$ cat src/rtl/can_bit_sampler_if.sv
// Bus between the CAN frame front-end (frame_detect/decoder side) and the bit sampler.
// master drives bus level and decoder controls; slave is the sampler.
interface can_bit_sampler_if;
  logic can_rx;
  logic sof_detect;
  logic destuff_en;
  logic frame_end;
  logic active;
  logic bit_valid;
  logic bit_data;
  logic stuff_bit;
  logic stuff_err;

  modport master (
    output can_rx, sof_detect, destuff_en, frame_end,
    input  active, bit_valid, bit_data, stuff_bit, stuff_err
  );

  modport slave (
    input  can_rx, sof_detect, destuff_en, frame_end,
    output active, bit_valid, bit_data, stuff_bit, stuff_err
  );
endinterface

$ cat src/rtl/can_bit_sampler.sv
// CAN bit timing: hard sync on SOF, resync on recessive-to-dominant edges,
// single sample point per bit, de-stuffing and stuff/bus-idle checks.
module can_bit_sampler #(
  parameter int unsigned clk_speed_MHz      = 100,
  parameter int unsigned can_bit_rate_Kbits = 1000,
  parameter int unsigned sample_point_pct   = 75
) (
  input  logic             clk,
  input  logic             rst_n,
  can_bit_sampler_if.slave bus
);

  localparam int unsigned CLKS_PER_BIT = clk_speed_MHz * 1000 / can_bit_rate_Kbits;
  localparam int unsigned SAMPLE_CNT   = CLKS_PER_BIT * sample_point_pct / 100;
  localparam int unsigned CNT_W        = $clog2(CLKS_PER_BIT);
  localparam int unsigned RUN_W        = 3;
  localparam int unsigned REC_W        = 4;
  localparam int unsigned RUN_LIMIT    = 5;
  localparam int unsigned REC_LIMIT    = 11;

  typedef enum logic {
    IDLE   = 1'b0,
    ACTIVE = 1'b1
  } state_e;

  state_e             state_q, state_d;
  logic [CNT_W-1:0]   cnt_q, cnt_d;
  logic [RUN_W-1:0]   run_q, run_d;
  logic [REC_W-1:0]   rec_q, rec_d;
  logic [REC_W-1:0]   rec_next;
  logic               last_q, last_d;
  logic               rx_prev_q;
  logic               active_q, active_d;
  logic               bit_valid_q, bit_valid_d;
  logic               bit_data_q, bit_data_d;
  logic               stuff_bit_q, stuff_bit_d;
  logic               stuff_err_q, stuff_err_d;

  logic               fall_c;
  logic               sample_c;

  assign fall_c   = rx_prev_q & ~bus.can_rx;
  assign sample_c = (cnt_q == CNT_W'(SAMPLE_CNT));

  // State, counters and registered outputs
  always_ff @(posedge clk or negedge rst_n) begin
    if (!rst_n) begin
      state_q     <= IDLE;
      cnt_q       <= '0;
      run_q       <= '0;
      rec_q       <= '0;
      last_q      <= 1'b0;
      rx_prev_q   <= 1'b1;
      active_q    <= 1'b0;
      bit_valid_q <= 1'b0;
      bit_data_q  <= 1'b0;
      stuff_bit_q <= 1'b0;
      stuff_err_q <= 1'b0;
    end else begin
      state_q     <= state_d;
      cnt_q       <= cnt_d;
      run_q       <= run_d;
      rec_q       <= rec_d;
      last_q      <= last_d;
      rx_prev_q   <= bus.can_rx;
      active_q    <= active_d;
      bit_valid_q <= bit_valid_d;
      bit_data_q  <= bit_data_d;
      stuff_bit_q <= stuff_bit_d;
      stuff_err_q <= stuff_err_d;
    end
  end

  // Next state: bit timing, sampling, de-stuffing and frame termination
  always_comb begin
    state_d     = state_q;
    cnt_d       = cnt_q;
    run_d       = run_q;
    rec_d       = rec_q;
    rec_next    = rec_q;
    last_d      = last_q;
    active_d    = 1'b0;
    bit_valid_d = 1'b0;
    bit_data_d  = bit_data_q;
    stuff_bit_d = 1'b0;
    stuff_err_d = 1'b0;

    case (state_q)
      IDLE: begin
        cnt_d = '0;
        run_d = '0;
        rec_d = '0;
        // SOF arrives one cycle after the bus edge, hence the counter starts at 2
        if (bus.sof_detect) begin
          state_d  = ACTIVE;
          cnt_d    = CNT_W'(2);
          active_d = 1'b1;
        end
      end

      ACTIVE: begin
        active_d = 1'b1;
        cnt_d    = (cnt_q == CNT_W'(CLKS_PER_BIT - 1)) ? '0 : cnt_q + CNT_W'(1);
        if (fall_c) begin
          cnt_d = CNT_W'(1);
        end

        if (bus.frame_end) begin
          state_d = IDLE;
        end else if (sample_c) begin
          rec_next = bus.can_rx ? rec_q + REC_W'(1) : '0;
          rec_d    = rec_next;

          if (!bus.destuff_en) begin
            bit_valid_d = 1'b1;
            bit_data_d  = bus.can_rx;
            run_d       = '0;
          end else if (run_q < RUN_W'(RUN_LIMIT)) begin
            bit_valid_d = 1'b1;
            bit_data_d  = bus.can_rx;
            run_d       = (bus.can_rx == last_q) ? run_q + RUN_W'(1) : RUN_W'(1);
            last_d      = bus.can_rx;
          end else if (bus.can_rx != last_q) begin
            stuff_bit_d = 1'b1;
            run_d       = RUN_W'(1);
            last_d      = bus.can_rx;
          end else begin
            stuff_err_d = 1'b1;
            state_d     = IDLE;
          end

          // Eleven recessive samples in a row means the bus has gone idle
          if (rec_next == REC_W'(REC_LIMIT)) begin
            state_d = IDLE;
          end
        end
      end

      default: state_d = IDLE;
    endcase
  end

  assign bus.active    = active_q;
  assign bus.bit_valid = bit_valid_q;
  assign bus.bit_data  = bit_data_q;
  assign bus.stuff_bit = stuff_bit_q;
  assign bus.stuff_err = stuff_err_q;

endmodule

$ cat src/flat_wrapper.sv
// flat-port wrapper written by rule: the top's interface ports become plain ports
module can_bit_sampler_flat 
#(
  parameter int unsigned clk_speed_MHz      = 100,
  parameter int unsigned can_bit_rate_Kbits = 1000,
  parameter int unsigned sample_point_pct   = 75
)
  (clk, rst_n, bus_can_rx, bus_sof_detect, bus_destuff_en, bus_frame_end, bus_active, bus_bit_valid, bus_bit_data, bus_stuff_bit, bus_stuff_err);
  can_bit_sampler_if bus_i ();
  input  logic clk;
  input  logic rst_n;
  input wire logic [$bits(bus_i.can_rx)-1:0] bus_can_rx;
  input wire logic [$bits(bus_i.sof_detect)-1:0] bus_sof_detect;
  input wire logic [$bits(bus_i.destuff_en)-1:0] bus_destuff_en;
  input wire logic [$bits(bus_i.frame_end)-1:0] bus_frame_end;
  output wire logic [$bits(bus_i.active)-1:0] bus_active;
  output wire logic [$bits(bus_i.bit_valid)-1:0] bus_bit_valid;
  output wire logic [$bits(bus_i.bit_data)-1:0] bus_bit_data;
  output wire logic [$bits(bus_i.stuff_bit)-1:0] bus_stuff_bit;
  output wire logic [$bits(bus_i.stuff_err)-1:0] bus_stuff_err;
  assign bus_i.can_rx = bus_can_rx;
  assign bus_i.sof_detect = bus_sof_detect;
  assign bus_i.destuff_en = bus_destuff_en;
  assign bus_i.frame_end = bus_frame_end;
  assign bus_active = bus_i.active;
  assign bus_bit_valid = bus_i.bit_valid;
  assign bus_bit_data = bus_i.bit_data;
  assign bus_stuff_bit = bus_i.stuff_bit;
  assign bus_stuff_err = bus_i.stuff_err;
  can_bit_sampler #(.clk_speed_MHz(clk_speed_MHz), .can_bit_rate_Kbits(can_bit_rate_Kbits), .sample_point_pct(sample_point_pct)) u_core (.clk(clk), .rst_n(rst_n), .bus(bus_i));
endmodule
$ cat config.mk
export PLATFORM = sky130hd
export DESIGN_NAME = can_bit_sampler_flat
export DESIGN_NICKNAME = d
export VERILOG_FILES = /design/src/rtl/can_bit_sampler_if.sv /design/src/rtl/can_bit_sampler.sv /design/src/flat_wrapper.sv
export SDC_FILE = /design/constraint.sdc
export NUM_CORES = 1
export LEC_CHECK = 0
export ABC_AREA = 1
export BUFFER_PORTS_ARGS = -buffer_cell sky130_fd_sc_hd__buf_2
export CORE_ASPECT_RATIO = 1.25
export CORE_MARGIN = 3
export CORE_UTILIZATION = 35
export CTS_CLUSTER_DIAMETER = 200
export DETAILED_ROUTE_END_ITERATION = 16
export PLACE_DENSITY = 0.65
export SYNTH_ARGS = -nofsm -noshare
export SYNTH_HDL_FRONTEND = slang
export SYNTH_SLANG_ARGS = --single-unit
$ cat constraint.sdc
create_clock -name clk -period 1.35 [get_ports clk]
set_input_delay 0.405 -clock clk [delete_from_list [all_inputs] [get_ports clk]]
set_output_delay 0.405 -clock clk [all_outputs]
set_load 0.005 [all_outputs]
# Yosys cells after proc, flatten, opt, wreduce, memory -nomap -nowiden
# Index checks and enable logic that the tools add are counted.
# word_totals
ff_bits	22
inputBits	6
output_inout_bits	5
wordCells	77
# op_classes
n_addsub	3
order_cmp	1
eq_ne	9
n_mux	44
bitwise	4
n_reduce_logical	5
# op_table
cell	n
1-bit two-way mux	27
3-bit two-way mux	6
7-bit equality test (second input constant)	2
7-bit two-way mux	2
7-bit one-hot mux with 2 select lines	1
4-bit two-way mux	3
4-bit one-hot mux with 2 select lines	1
7-bit by 1-bit adder with 7-bit output (second input constant)	1
3-bit one-hot mux with 2 select lines	1
5-bit AND reduction	1
4-bit by 1-bit adder with 4-bit output (second input constant)	1
4-bit equality test (second input constant)	1
2-bit != test (second input constant)	2
4-bit != test (second input constant)	1
1-bit one-hot mux with 2 select lines	2
4-bit AND reduction	1
3-bit by 1-bit adder with 3-bit output (second input constant)	1
3-bit less-than comparator (second input constant)	1
1-bit inverter	3
3-bit AND reduction	1
2-bit two-way mux	1
2-bit by 1-bit != test with 1-bit output (second input constant)	1
2-bit AND reduction	1
2-bit nonzero test	1
other kinds (3)	3

# Depth between registers and ports, before layout
# Gate-level depths: netlist (run 1).
# logic_depth
word_depth	8
ltp_mapped	10

# Worst setup path after synthesis (run 1)
# OpenSTA, ideal clock, no wires.
# synth_timing
kind	register -> register
startpoint	reg u_core.cnt_q[0]
endpoint	reg u_core.rec_q[2]
setup_ps	118
arrival_time_ps	1135
setup_slack_ps	98
path_stages_with_launch	9
cell_sequence	dfrtp_1 ha_1 nand2_1 inv_2 nand4_2 nand2_2 inv_2 nand2_1 o21ai_2
# synth_between
elab_chain_len	3
# synth_rtl
element	line	source
from (decl)	can_bit_sampler.sv:27	logic [CNT_W-1:0] cnt_q, cnt_d;
from (signal assigned)	can_bit_sampler.sv:61	cnt_q <= cnt_d;
7-bit equality test	can_bit_sampler.sv:43	assign sample_c = (cnt_q == CNT_W'(SAMPLE_CNT));
2-bit != test (no line)	n/a	
2-bit AND reduction (no line)	n/a	
to (signal assigned)	can_bit_sampler.sv:63	rec_q <= rec_d;
to (decl)	can_bit_sampler.sv:29	logic [REC_W-1:0] rec_q, rec_d;
# Every way passes these cells.
# A chain may end at the register's enable or synchronous reset.

# Worst setup path in the final report (run 1)
# layout_timing
startpoint	reg u_core.rec_q[0]
endpoint	reg u_core.state_q
# layout_between
elab_chain_len	7
# layout_rtl
element	line	source
4-bit by 1-bit adder with 4-bit output	can_bit_sampler.sv:111	rec_next = bus.can_rx ? rec_q + REC_W'(1) : '0;
4-bit two-way mux	can_bit_sampler.sv:111	
4-bit equality test	can_bit_sampler.sv:133	if (rec_next == REC_W'(REC_LIMIT)) begin
1-bit two-way mux	can_bit_sampler.sv:133	
1-bit two-way mux	can_bit_sampler.sv:110	end else if (sample_c) begin
1-bit two-way mux	can_bit_sampler.sv:108	if (bus.frame_end) begin
1-bit one-hot mux with 2 select lines	can_bit_sampler.sv:88	case (state_q)
via u_core.state_d	can_bit_sampler.sv:26	state_e state_q, state_d;
to (signal assigned)	can_bit_sampler.sv:60	state_q <= state_d;
to (decl)	can_bit_sampler.sv:26	
# The timed path passes the listed nets, and every way through them passes these cells.

==> impl_results.md, run 1 <==
- Outcome: complete, no violations
- Post-synth top area cell: dfrtp_1
- Wirelength per Cell: 11.5 um
- Fmax: 0.789 GHz
- CTS tree: yes
- Critical path data required time: 1.55 ns
- Via count: 978
- Die ar.: 4090 um2
- Inst Count DP: 187
- Row cnt: 22
- Setup ws final: 0.0819 ns
- Worst Skew: 0.00337 ns
- Height of the die: 70.8 um
- Ys Warns: 0
- Die width: 57.8 um
- DR iter-0 viols: 31
- Worst Max-Slew Pin Slew: 0.492 ns
- HPWL after DPL: 1680 um
- DR pass1 iterations: 4
- Startpoint Class: flip-flop
- Clock Sinks: 22
- Clock Root Buffer: clkbuf_4
- Synth Register Bits: 22
- First-pass GRT wire length: 4030 um
- Net Count, Synth: 146
- Drc violations: 0
- Tmin final: 1.27 ns
- I/O Buffers: 10
- RSZ-0062 raised after global routing: true
- Syn avg cell area: 8.58 um2
- CP Class: reg2reg
- Leakage: 0.690 nW
- Slew Limit Headroom: 67.2%
- Final nets: 170
- Max-cap violations: 0
- DR vias/cell: 4.99
- Grt ovf: 0
- Min-Delay Path Class: in2async
- Setup WS pre-CTS: -0.00267 ns
- Cts bufs inserted: 3
- Reg2reg path depth: 8
- Setup violators final: 0
- WP data arrival: 1.47 ns
- Number of flops mapped to enable cells by yosys: 0
- Hold_ws: 0.0478 ns
- Cell area after synthesis: 1170 um2
- Fin cells: 196
- I/O pin count: 11
- Final WL: 2260 um
- Antenna violations before repair: 0
- PwrDens: 865 nW/um2
- CP Capture Type: flip-flop
- Worst vdd ir: 0.537 mV
- Starting Density: 38.1%
- Clock transition at path regs: 0.12 ns
- Cell variety after synth: 28
- Part of the Yosys area used for sequential elements: 47.0%
- Primary FF master, synth: dfrtp_1
- Largest net degree at the start of global routing: 23
- Fin crit share: 93.9%
- Vias in the first global route: 1000
- Max FO, Critical Path: 3
- Final Hold Viols: 0
- ANT nets after route: 0
- Fraction of layout cells with a size suffix above 1: 36.9%
- Core Util, Final: 46.9%
- Post-synth top area share: 44.7%
- Core area: 3080 um2
- Post-synth top cells: nand2_1 (29), dfrtp_1 (21), nand3_1 (16)
- Async set or reset register ratio after synthesis: 100%
- Antenna diode count: 0
- # H-tree levels: 1
- Skew-Pair Late Insertion Delay: 0.30 ns
- Cell count after synthesis: 137
- Ranking of synthesized cells by area: dfrtp_1 (45%), nand2_1 (9.3%), nand3_1 (6.8%)
- Gpl congestion: 0.919
- Top-count cell post-synth: nand2_1
- Area grow syn2layout: 23.1%
- Clock buffer depth: 2
- Filler cells: 312
- Final Max Tran Viols: 0
- All-Layer GR Usage: 12.2%
-- kinds of logic (layout without fill, tap and decap cells) --
group                    Yosys count  in the layout  share of synthesized area [%]
buffers and inverters             19             42                           7.03
adder cells (fa/ha/maj)            3              3                           3.20
flip-flops                        22             22                           47.0
AND/OR/NAND/NOR                   80             80                           33.8
XOR/XNOR                           3              3                           3.83
AO/OA/AOI/OAI                     10             10                           5.22
-- placed cells by master, fill, tap and decap left out, drive strengths merged --
cell / synthesis / layout
nor3b: 2 / 2
xnor2: 2 / 2
dfrtp: 21 / 21
o21ai: 8 / 8
clkbuf: 0 / 4
nand3: 17 / 17
buf: 2 / 21
nor2: 19 / 19
a21oi: 1 / 1
nand4: 7 / 7
xor2: 1 / 1
ha: 3 / 3
nor3: 2 / 2
inv: 17 / 17
or2: 2 / 2
dfstp: 1 / 1
a31o: 1 / 1
nand2: 31 / 31
-- power by group --
group | switching (mW) | internal, mW | total (mW)
Sequential | 0.0213 | 0.684 | 0.705
Combinational | 0.116 | 0.0783 | 0.195
Clock | 0.187 | 0.164 | 0.351
-- flip-flops by register name (all words and copies together) (netlist names) --
register	cells
u_core.bus.stuff_err	1
u_core.bus.bit_valid	1
u_core.bus.active	1
u_core.run_q	3
u_core.bus.stuff_bit	1
u_core.last_q	1
u_core.state_q	1
u_core.rec_q	4
u_core.rx_prev_q	1
u_core.bus.bit_data	1
u_core.cnt_q	7
-- per-stage QoR --
| stage | total power [mW] | instance area, um2 | setup TNS, ns |
|---|---|---|---|
| after floorplan | 0.821 | 1170 | 0 |
| after global placement | 0.882 | 1300 | 0 |
| after detailed placement | 0.887 | 1300 | -0.00267 |
| after CTS | 1.26 | 1340 | 0 |
| after global routing | 1.32 | 1450 | -0.0849 |
| final | 1.25 | 1450 | 0 |
-- layout make-up --
cell class	instances	area (um2)	share of cell area [%]
Inverter	17	66.3	4.58
Clock buffer	4	36.3	2.51
Tap cell	36	45.0	3.11
Timing Repair Buffer	21	133	9.17
Sequential cell	22	552	38.1
Multi-Input combinational cell	96	614	42.5
-- critical path, stage by stage, from the launching register on --
cell and delay [ns]:
dfrtp_1 0.45, ha_4 0.29, nand3_2 0.07, nor2_2 0.09, nand3_1 0.07, nand2_1 0.06
nand2_1 0.04, nand2_1 0.05, nand2_1 0.05
-- metal layers --
layer / part of all wire [%] / routed length [um] / GRT usage [%]
met1: 43 / 971 / 15.2
met5: 0 / 0 / 0
met3: 3.9 / 88 / 1.82
met4: 0.53 / 12 / 6.44
met2: 53 / 1190 / 20.1
-- what timing repair did --
| item | CTS | global route |
|---|---|---|
| hold endpoints to repair | 0 | 0 |
| gates resized for setup | 0 | 18 |
| hold buffers | 0 | 0 |
| pin swaps | 1 | 10 |
| setup endpoints to repair | 5 | 14 |
| setup buffers | 1 | 4 |
-- path summary, 6_finish.rpt --
kind	startpoint	to	slack (ns)
setup / recovery	u_core.rec_q[0]	u_core.state_q	0.08
hold / removal	rst_n	u_core.bus.active	0.05
setup reg to reg	u_core.rec_q[0]	u_core.state_q	0.08
hold reg to reg	u_core.bus.bit_data	u_core.bus.bit_data	0.52
max in group asynchronous	rst_n	u_core.rx_prev_q	0.95
min in group clk	bus_sof_detect	u_core.bus.active	0.30
No activity file was read; power rests on OpenSTA's default activity.
==> inputs of run 2 (changes only) <==
==> constraint.sdc (replaced) <==
create_clock -name clk -period 1.1 [get_ports clk]
set_input_delay 0.33 -clock clk [delete_from_list [all_inputs] [get_ports clk]]
set_output_delay 0.33 -clock clk [all_outputs]
set_load 0.005 [all_outputs]
==> run 2 against run 1 <==
Effect of this change: the flow now finishes with violations (negative setup slack); critical path depth unchanged; first-iteration DRC count grew 19%; clock power is 79% higher; hold slack better by 0.12 ns; final area up 25%; setup slack got worse by 0.27 ns; final cell count grew 12%; largest cell class unchanged.
==> impl_results.md, run 2 (synthesis results as in run 1) <==
- Largest net degree at the start of global routing: 14 (-39%)
- CP Capture Type: flip-flop
- Clock Root Buffer: clkbuf_4
- Skew-Pair Late Insertion Delay: 0.32 ns (+0.02 ns)
- Pint: 1.41 mW (+52%)
- Leading registers by flop count: u_core.cnt_q: 7 flops, u_core.rec_q: 4 flops, u_core.run_q: 3 flops
- NetSw: 0.493 mW (+52%)
- First-pass GRT wire length: 4840 um (+20%)
- Biggest register: u_core.cnt_q
- # H-tree levels: 1 (unchanged)
- Die width: 57.8 um (unchanged)
- Final WL: 2780 um (+23%)
- Min-Delay Path Class: in2reg
- Setup violators final: 24 (+24)
- CP Class: reg2reg
- DR pass1 iterations: 4 (unchanged)
- Clock transition at path regs: 0.13 ns (about the same)
- Max FO, Critical Path: 5 (+2)
- Cts bufs inserted: 3 (unchanged)
- Clock Sinks: 22 (unchanged)
- Startpoint Class: flip-flop
- Clock Power Share: 33.0% (+4.9 points)
- Slew Limit Headroom: 81.9% (+15 points)
- Wirelength per Cell: 12.7 um (+10%)
- Sw Share: 25.9% (about the same)
- Antenna violations before repair: 0 (unchanged)
- I/O pin count: 11 (unchanged)
- Worst vdd ir: 0.702 mV (+31%)
- RSZ-0062 raised after global routing: true
- Height of the die: 70.8 um (unchanged)
- Antenna diode count: 0 (unchanged)
- Final nets: 193 (+14%)
- Fraction of layout cells with a size suffix above 1: 53.6% (+17 points)
- Worst Max-Slew Pin Slew: 0.271 ns (-0.221 ns)
- Max reg flops: 7 (unchanged)
- Fin crit share: 117% (+23 points)
- DR vias/cell: 4.89 (-1.9%)
- Sequential fraction of design power: 45.8% (-11 points)
- Max-cap violations: 0 (unchanged)
- Core area: 3080 um2 (unchanged)
- Clock buffer depth: 2 (unchanged)
- Area grow syn2layout: 54.4%
- Failing checks: negative setup slack
- PwrDens: 1050 nW/um2 (+21%)
- CTS tree: yes
- Fmax: 0.775 GHz (-1.7%)
- Setup ws final: -0.190 ns (-0.272 ns)
- Die ar.: 4090 um2 (unchanged)
- Worst Skew: 0.00979 ns (+0.00642 ns)
- Fin Setup TNS: -2.64 ns (-2.64 ns)
- Leakage: 0.846 nW (+23%)
- Hold_ws: 0.163 ns (+0.116 ns)
- Worst hold stages: 1
- Outcome: complete, but fails checks
- Most frequent cells in the layout: nand2_1 (23), buf_4 (23), dfrtp_1 (19)
- Drc violations: 0 (unchanged)
- Combinational share of power: 21.2% (+5.7 points)
- Vias in the first global route: 1160 (+16%)
- DR iter-0 viols: 37 (+19%)
- WP data arrival: 1.52 ns (+0.05 ns)
- I/O Buffers: 10 (unchanged)
- Final Max Tran Viols: 0 (unchanged)
- Critical path data required time: 1.33 ns (-0.22 ns)
- ANT nets after route: 0 (unchanged)
- Tmin final: 1.29 ns (+0.0221 ns)
- HPWL after DPL: 1920 um (+14%)
- All-Layer GR Usage: 15.4% (+3.2 points)
- Row cnt: 22 (unchanged)
- Grt ovf: 0 (unchanged)
- Final Hold Viols: 0 (unchanged)
- Starting Density: 38.1% (unchanged)
- Reg2reg path depth: 8 (unchanged)
- Via count: 1072 (+9.6%)
- Gpl congestion: 0.829 (-9.8%)
-- run 2: repair_timing --
action                                  4_1_cts  5_1_grt
pin swaps                                    20       19
setup buffers                                 9        1
hold buffers                                  1        0
endpoints found under the setup margin       24       24
hold endpoints to repair                      8        0
gates cloned                                  0        0
resized for setup                            28       21
-- run 2: worst paths after layout --
| check | startpoint | to | slack, ns |
|---|---|---|---|
| max | u_core.cnt_q[1] | u_core.run_q[2] | -0.19 |
| min | bus_can_rx | u_core.rx_prev_q | 0.16 |
| max reg2reg | u_core.cnt_q[1] | u_core.run_q[2] | -0.19 |
| min reg2reg | u_core.bus.bit_data | u_core.bus.bit_data | 0.50 |
| max in group asynchronous | rst_n | u_core.cnt_q[4] | 0.34 |
| min in group asynchronous | rst_n | u_core.bus.bit_valid | 0.40 |
-- run 2: power by group through the flow --
| stage | sequential [mW] | combinational [mW] | clock [mW] |
|---|---|---|---|
| finish | 0.872 | 0.403 | 0.629 |
| global route | 0.876 | 0.441 | 0.688 |
| CTS | 0.869 | 0.352 | 0.646 |
| detailed placement | 0.878 | 0.271 | 0 |
| global placement | 0.873 | 0.266 | 0 |
| floorplan | 0.874 | 0.144 | 0 |
-- run 2: layout make-up --
type | instances | area, um2
fillers | 269 | 1270
multi-input cells | 96 | 734
flip-flops and latches | 22 | 554
repair buffers | 44 | 354
inverters | 17 | 73.8
well taps | 36 | 45.0
clock inverters | 1 | 30.0
clock buffers | 3 | 22.5
-- run 2: metrics by stage --
stage               setup slack (ns)  cells  utilization, %  cell area, um2  power [mW]
floorplan                     -0.103    137               -            1220        1.02
detailed placement            -0.182    205            48.4            1490        1.15
global placement              -0.171    205            48.4            1490        1.14
CTS                           -0.175    218            56.3            1740        1.87
global route                  -0.288    219            58.8            1810        2.01
finish                        -0.190    219            58.8            1810        1.90
-- run 2: per-layer routing --
layer	wire length (um)	share of wire (%)	vias up	GRT usage [%]
met1	1100	39	508	16.3
met2	1540	55	15	28.6
met5	0	0	-	0
met3	54	1.9	10	2.37
met4	95	3.4	0	7.47
li1	-	-	539	-
-- run 2: critical path, stage by stage, from the launching register on --
cell     delay (ns)
dfrtp_1        0.43
ha_4           0.18
nand2_4        0.06
inv_6          0.08
nand4_4        0.14
nand2_4        0.15
nand2_4        0.06
nand2_1        0.06
nand2_1        0.05
==> inputs of run 3 (changes only) <==
--- a/config.mk
+++ b/config.mk
@@ -5,7 +5,6 @@
 export SDC_FILE = /design/constraint.sdc
 export NUM_CORES = 1
 export LEC_CHECK = 0
-export ABC_AREA = 1
 export BUFFER_PORTS_ARGS = -buffer_cell sky130_fd_sc_hd__buf_2
 export CORE_ASPECT_RATIO = 1.25
 export CORE_MARGIN = 3
@@ -13,6 +12,7 @@
 export CTS_CLUSTER_DIAMETER = 200
 export DETAILED_ROUTE_END_ITERATION = 16
 export PLACE_DENSITY = 0.65
+export RECOVER_POWER = 25
 export SYNTH_ARGS = -nofsm -noshare
 export SYNTH_HDL_FRONTEND = slang
 export SYNTH_SLANG_ARGS = --single-unit
==> run 3 against run 2 <==
Effect of this change: the run still ends with negative setup slack left; synthesized cell count fell by 21%; critical endpoint is now u_core.bus.bit_data; clock power fell by 29%; critical path depth fell by 3; final cell count fell by 11%; combinational power fell by 23%; setup slack got worse by 0.31 ns; non-clock buffer count rose by 7; via count fell by 8.8%; fmax fell by 19%; total power fell by 15%; critical path type unchanged; register-to-register slack got worse by 0.31 ns.
==> impl_results.md, run 3 <==
- Die width: 57.1 um (-1.3%)
- Fin Setup TNS: -7.28 ns (-4.64 ns)
- Setup violators final: 24 (unchanged)
- Max-cap violations: 0 (unchanged)
- RSZ-0062 raised after global routing: true
- Critical path's top delay family: simple AND/OR/NAND/NOR gates
- Async set or reset register ratio after synthesis: 100% (unchanged)
- Final WL: 2800 um (+0.68%)
- All-Layer GR Usage: 15.3% (-0.073 points)
- # H-tree levels: 1 (unchanged)
- Area grow syn2layout: 46.3%
- Final instance area: 1670 um2 (-8.0%)
- Via count: 978 (-8.8%)
- First-pass GRT wire length: 4730 um (-2.3%)
- Reg2reg path depth: 5 (-3)
- Setup ws final: -0.499 ns (-0.309 ns)
- Grt ovf: 0 (unchanged)
- Largest net degree at the start of global routing: 23 (+9)
- Starting Density: 37.7% (-0.42 points)
- Worst reg2reg endpoint: u_core.bus.bit_data
- DR iter-0 viols: 22 (-41%)
- Register-to-register path setup slack: -0.50 ns (-0.31 ns)
- Gpl congestion: 0.786 (-5.3%)
- Min-Delay Path Class: in2reg
- Final nets: 169 (-12%)
- Drc violations: 0 (unchanged)
- Max reg flops: 7 (unchanged)
- Worst Max-Slew Pin Slew: 0.554 ns (+0.283 ns)
- ANT nets after route: 0 (unchanged)
- Max FO, Critical Path: 4 (-1)
- CTS tree: yes
- HP Start: bus_sof_detect
- Primary FF master, synth: dfrtp_1
- Fraction of layout cells with a size suffix above 1: 49.7% (-3.9 points)
- Cell area after synthesis: 1140 um2 (-2.9%)
- Top-count cell post-synth: dfrtp_1
- Worst Skew: 0.00330 ns (-0.00649 ns)
- Syn avg cell area: 10.6 um2 (+23%)
- Core Util, Final: 55.1% (-3.7 points)
- Cell variety after synth: 39 (+39%)
- Crit path cell chain: ha_4 -> and4bb_4 -> and2_4 -> and3_4 -> mux2_4
- Final Hold Viols: 0 (unchanged)
- Worst flop-to-flop path startpoint: u_core.cnt_q[0]
- DR pass1 iterations: 4 (unchanged)
- CP Class: reg2reg
- Startpoint Class: flip-flop
- Slowest stage delay, CP: 0.41 ns (-0.02 ns)
- Core area: 3030 um2 (-1.8%)
- Outcome: complete, but fails checks
- Setup WS pre-CTS: -0.503 ns (-0.321 ns)
- Leakage: 0.785 nW (-7.2%)
- Placement Cell Area: 1480 um2 (-0.75%)
- Wirelength per Cell: 14.4 um (+13%)
- Ys Warns: 0 (unchanged)
- Fin crit share: 145% (+28 points)
- Inst Count DP: 182 (-11%)
- Antenna diode count: 0 (unchanged)
- HPWL after DPL: 2010 um (+5.0%)
- I/O Buffers: 10 (unchanged)
- Most frequent cells in the layout: buf_4 (36), dfrtp_1 (21), nand2_1 (11)
- Hold Path End: u_core.bus.active
- Skew-Pair Late Insertion Delay: 0.31 ns (about the same)
- Leading registers by flop count: u_core.cnt_q: 7 flops, u_core.rec_q: 4 flops, u_core.run_q: 3 flops
- Critical path data required time: 1.31 ns (-0.02 ns)
- Vias in the first global route: 1067 (-8.0%)
- Final Max Tran Viols: 0 (unchanged)
- CP Buf/Inv Count: 0 (-1)
- PwrDens: 975 nW/um2 (-7.1%)
- Fmax: 0.625 GHz (-19%)
- Fin cells: 195 (-11%)
- Number of flops mapped to enable cells by yosys: 0 (unchanged)
- Ranking of synthesized cells by area: dfrtp_1 (46%), nand2_1 (4.3%), nand3_1 (3.9%)
- DR vias/cell: 5.02 (+2.5%)
- Commonest non-fill, non-tap cell in the layout: buf_4
- Crit-path slowest cell: dfrtp_1
- Post-synth top cells: dfrtp_1 (21), nand2_1 (13), nor2_1 (11)
- Cts bufs inserted: 3 (unchanged)
- Clock buffer depth: 2 (unchanged)
- Clock Root Buffer: clkbuf_4
- Antenna violations before repair: 0 (unchanged)
- Slew Limit Headroom: 63.0% (-19 points)
- Post-synth top area share: 46.1% (+1.3 points)
- Net Count, Synth: 117 (-20%)
- Die ar.: 3990 um2 (-2.6%)
- Synth Register Bits: 22 (unchanged)
- I/O pin count: 11 (unchanged)
- Clock Sinks: 22 (unchanged)
- Height of the die: 69.8 um (-1.3%)
- Worst vdd ir: 0.627 mV (-11%)
- Row cnt: 22 (unchanged)
- CP Capture Type: flip-flop
- Clock transition at path regs: 0.12 ns (about the same)
- Worst hold stages: 2 (+1)
- Post-synth top area cell: dfrtp_1
- Cell count after synthesis: 108 (-21%)
- Biggest register: u_core.cnt_q
- WP data arrival: 1.81 ns (+0.29 ns)
- Failing checks: negative setup slack
- Tmin final: 1.60 ns (+0.309 ns)
- Part of the Yosys area used for sequential elements: 48.4% (+1.4 points)
[run 3: changes by cell type after synthesis, sizes merged, moves of 3 or more]
cell,change
xor2,+3
nand2,-17
nand3,-7
nand4,-6
nand2b,+4
inv,-17
o21ai,-3
nor2,-8
o211ai,+3
[run 3: kinds of logic after synthesis]
| kind of cell | count (synthesis) | synth area share [%] |
|---|---|---|
| adders and majority gates | 3 | 3.29 |
| muxes | 3 | 3.51 |
| DFF | 22 | 48.4 |
| xor gates and xnor gates | 7 | 5.37 |
| buffers and inverters | 4 | 2.19 |
| and+or+nand+nor | 55 | 28.7 |
| AOI/OAI and AO/OA | 14 | 8.55 |
[run 3: worst register-to-register path: cells and delay by family (launching register included)]
kind	cells	cell delay (ns)
fa+ha+maj	1	0.15
flops	1	0.41
mux	1	0.30
simple gates	3	0.64
[run 3: worst max-delay path by stage]
stage	slack (ns)	cells past startpoint	start	end
2_1_floorplan	-0.55	6	u_core.cnt_q[1]	u_core.bus.bit_data
3_3_place_gp	-0.46	5	bus_frame_end	u_core.bus.bit_data
3_5_place_dp	-0.50	5	u_core.cnt_q[1]	u_core.bus.bit_data
4_1_cts	-0.49	5	u_core.cnt_q[0]	u_core.bus.bit_data
5_1_grt	-0.56	5	u_core.cnt_q[0]	u_core.bus.bit_data
6_report	-0.50	5	u_core.cnt_q[0]	u_core.bus.bit_data
[run 3: final cells by class]
| cell class | instances | area, um2 |
|---|---|---|
| fillers | 263 | 1360 |
| multi-input cells | 82 | 668 |
| flip-flops and latches | 22 | 552 |
| repair buffers | 51 | 368 |
| well taps | 36 | 45.0 |
| clock buffers | 4 | 36.3 |
[run 3: routing by layer]
metal	wire length, um	share of wire (%)	vias to the layer above	global-route usage (%)
li1	-	-	480	-
met1	1160	41	477	17.6
met2	1530	55	14	27.3
met3	60	2.1	7	2.23
met4	57	2.0	0	6.70
met5	0	0	-	0
[run 3: metrics by stage]
stage / power (mW) / hold WS (ns)
floorplan: 0.996 / 0.0344
global placement: 1.13 / 0.314
detailed placement: 1.15 / 0.323
CTS: 1.63 / 0.214
global route: 1.71 / 0.213
finish: 1.63 / 0.220
[run 3: where the power goes]
part	switching (mW)	leakage (nW)	internal (mW)
sequential	0.0295	0.295	0.840
combinational	0.141	0.469	0.168
clock	0.247	0.0210	0.202
[run 3: repair_timing]
item,CTS,global route
hold endpoints to repair,21,0
buffers inserted,10,2
pin swaps,19,6
resized for setup,11,10
hold buffers,1,0
endpoints found under the setup margin,24,24
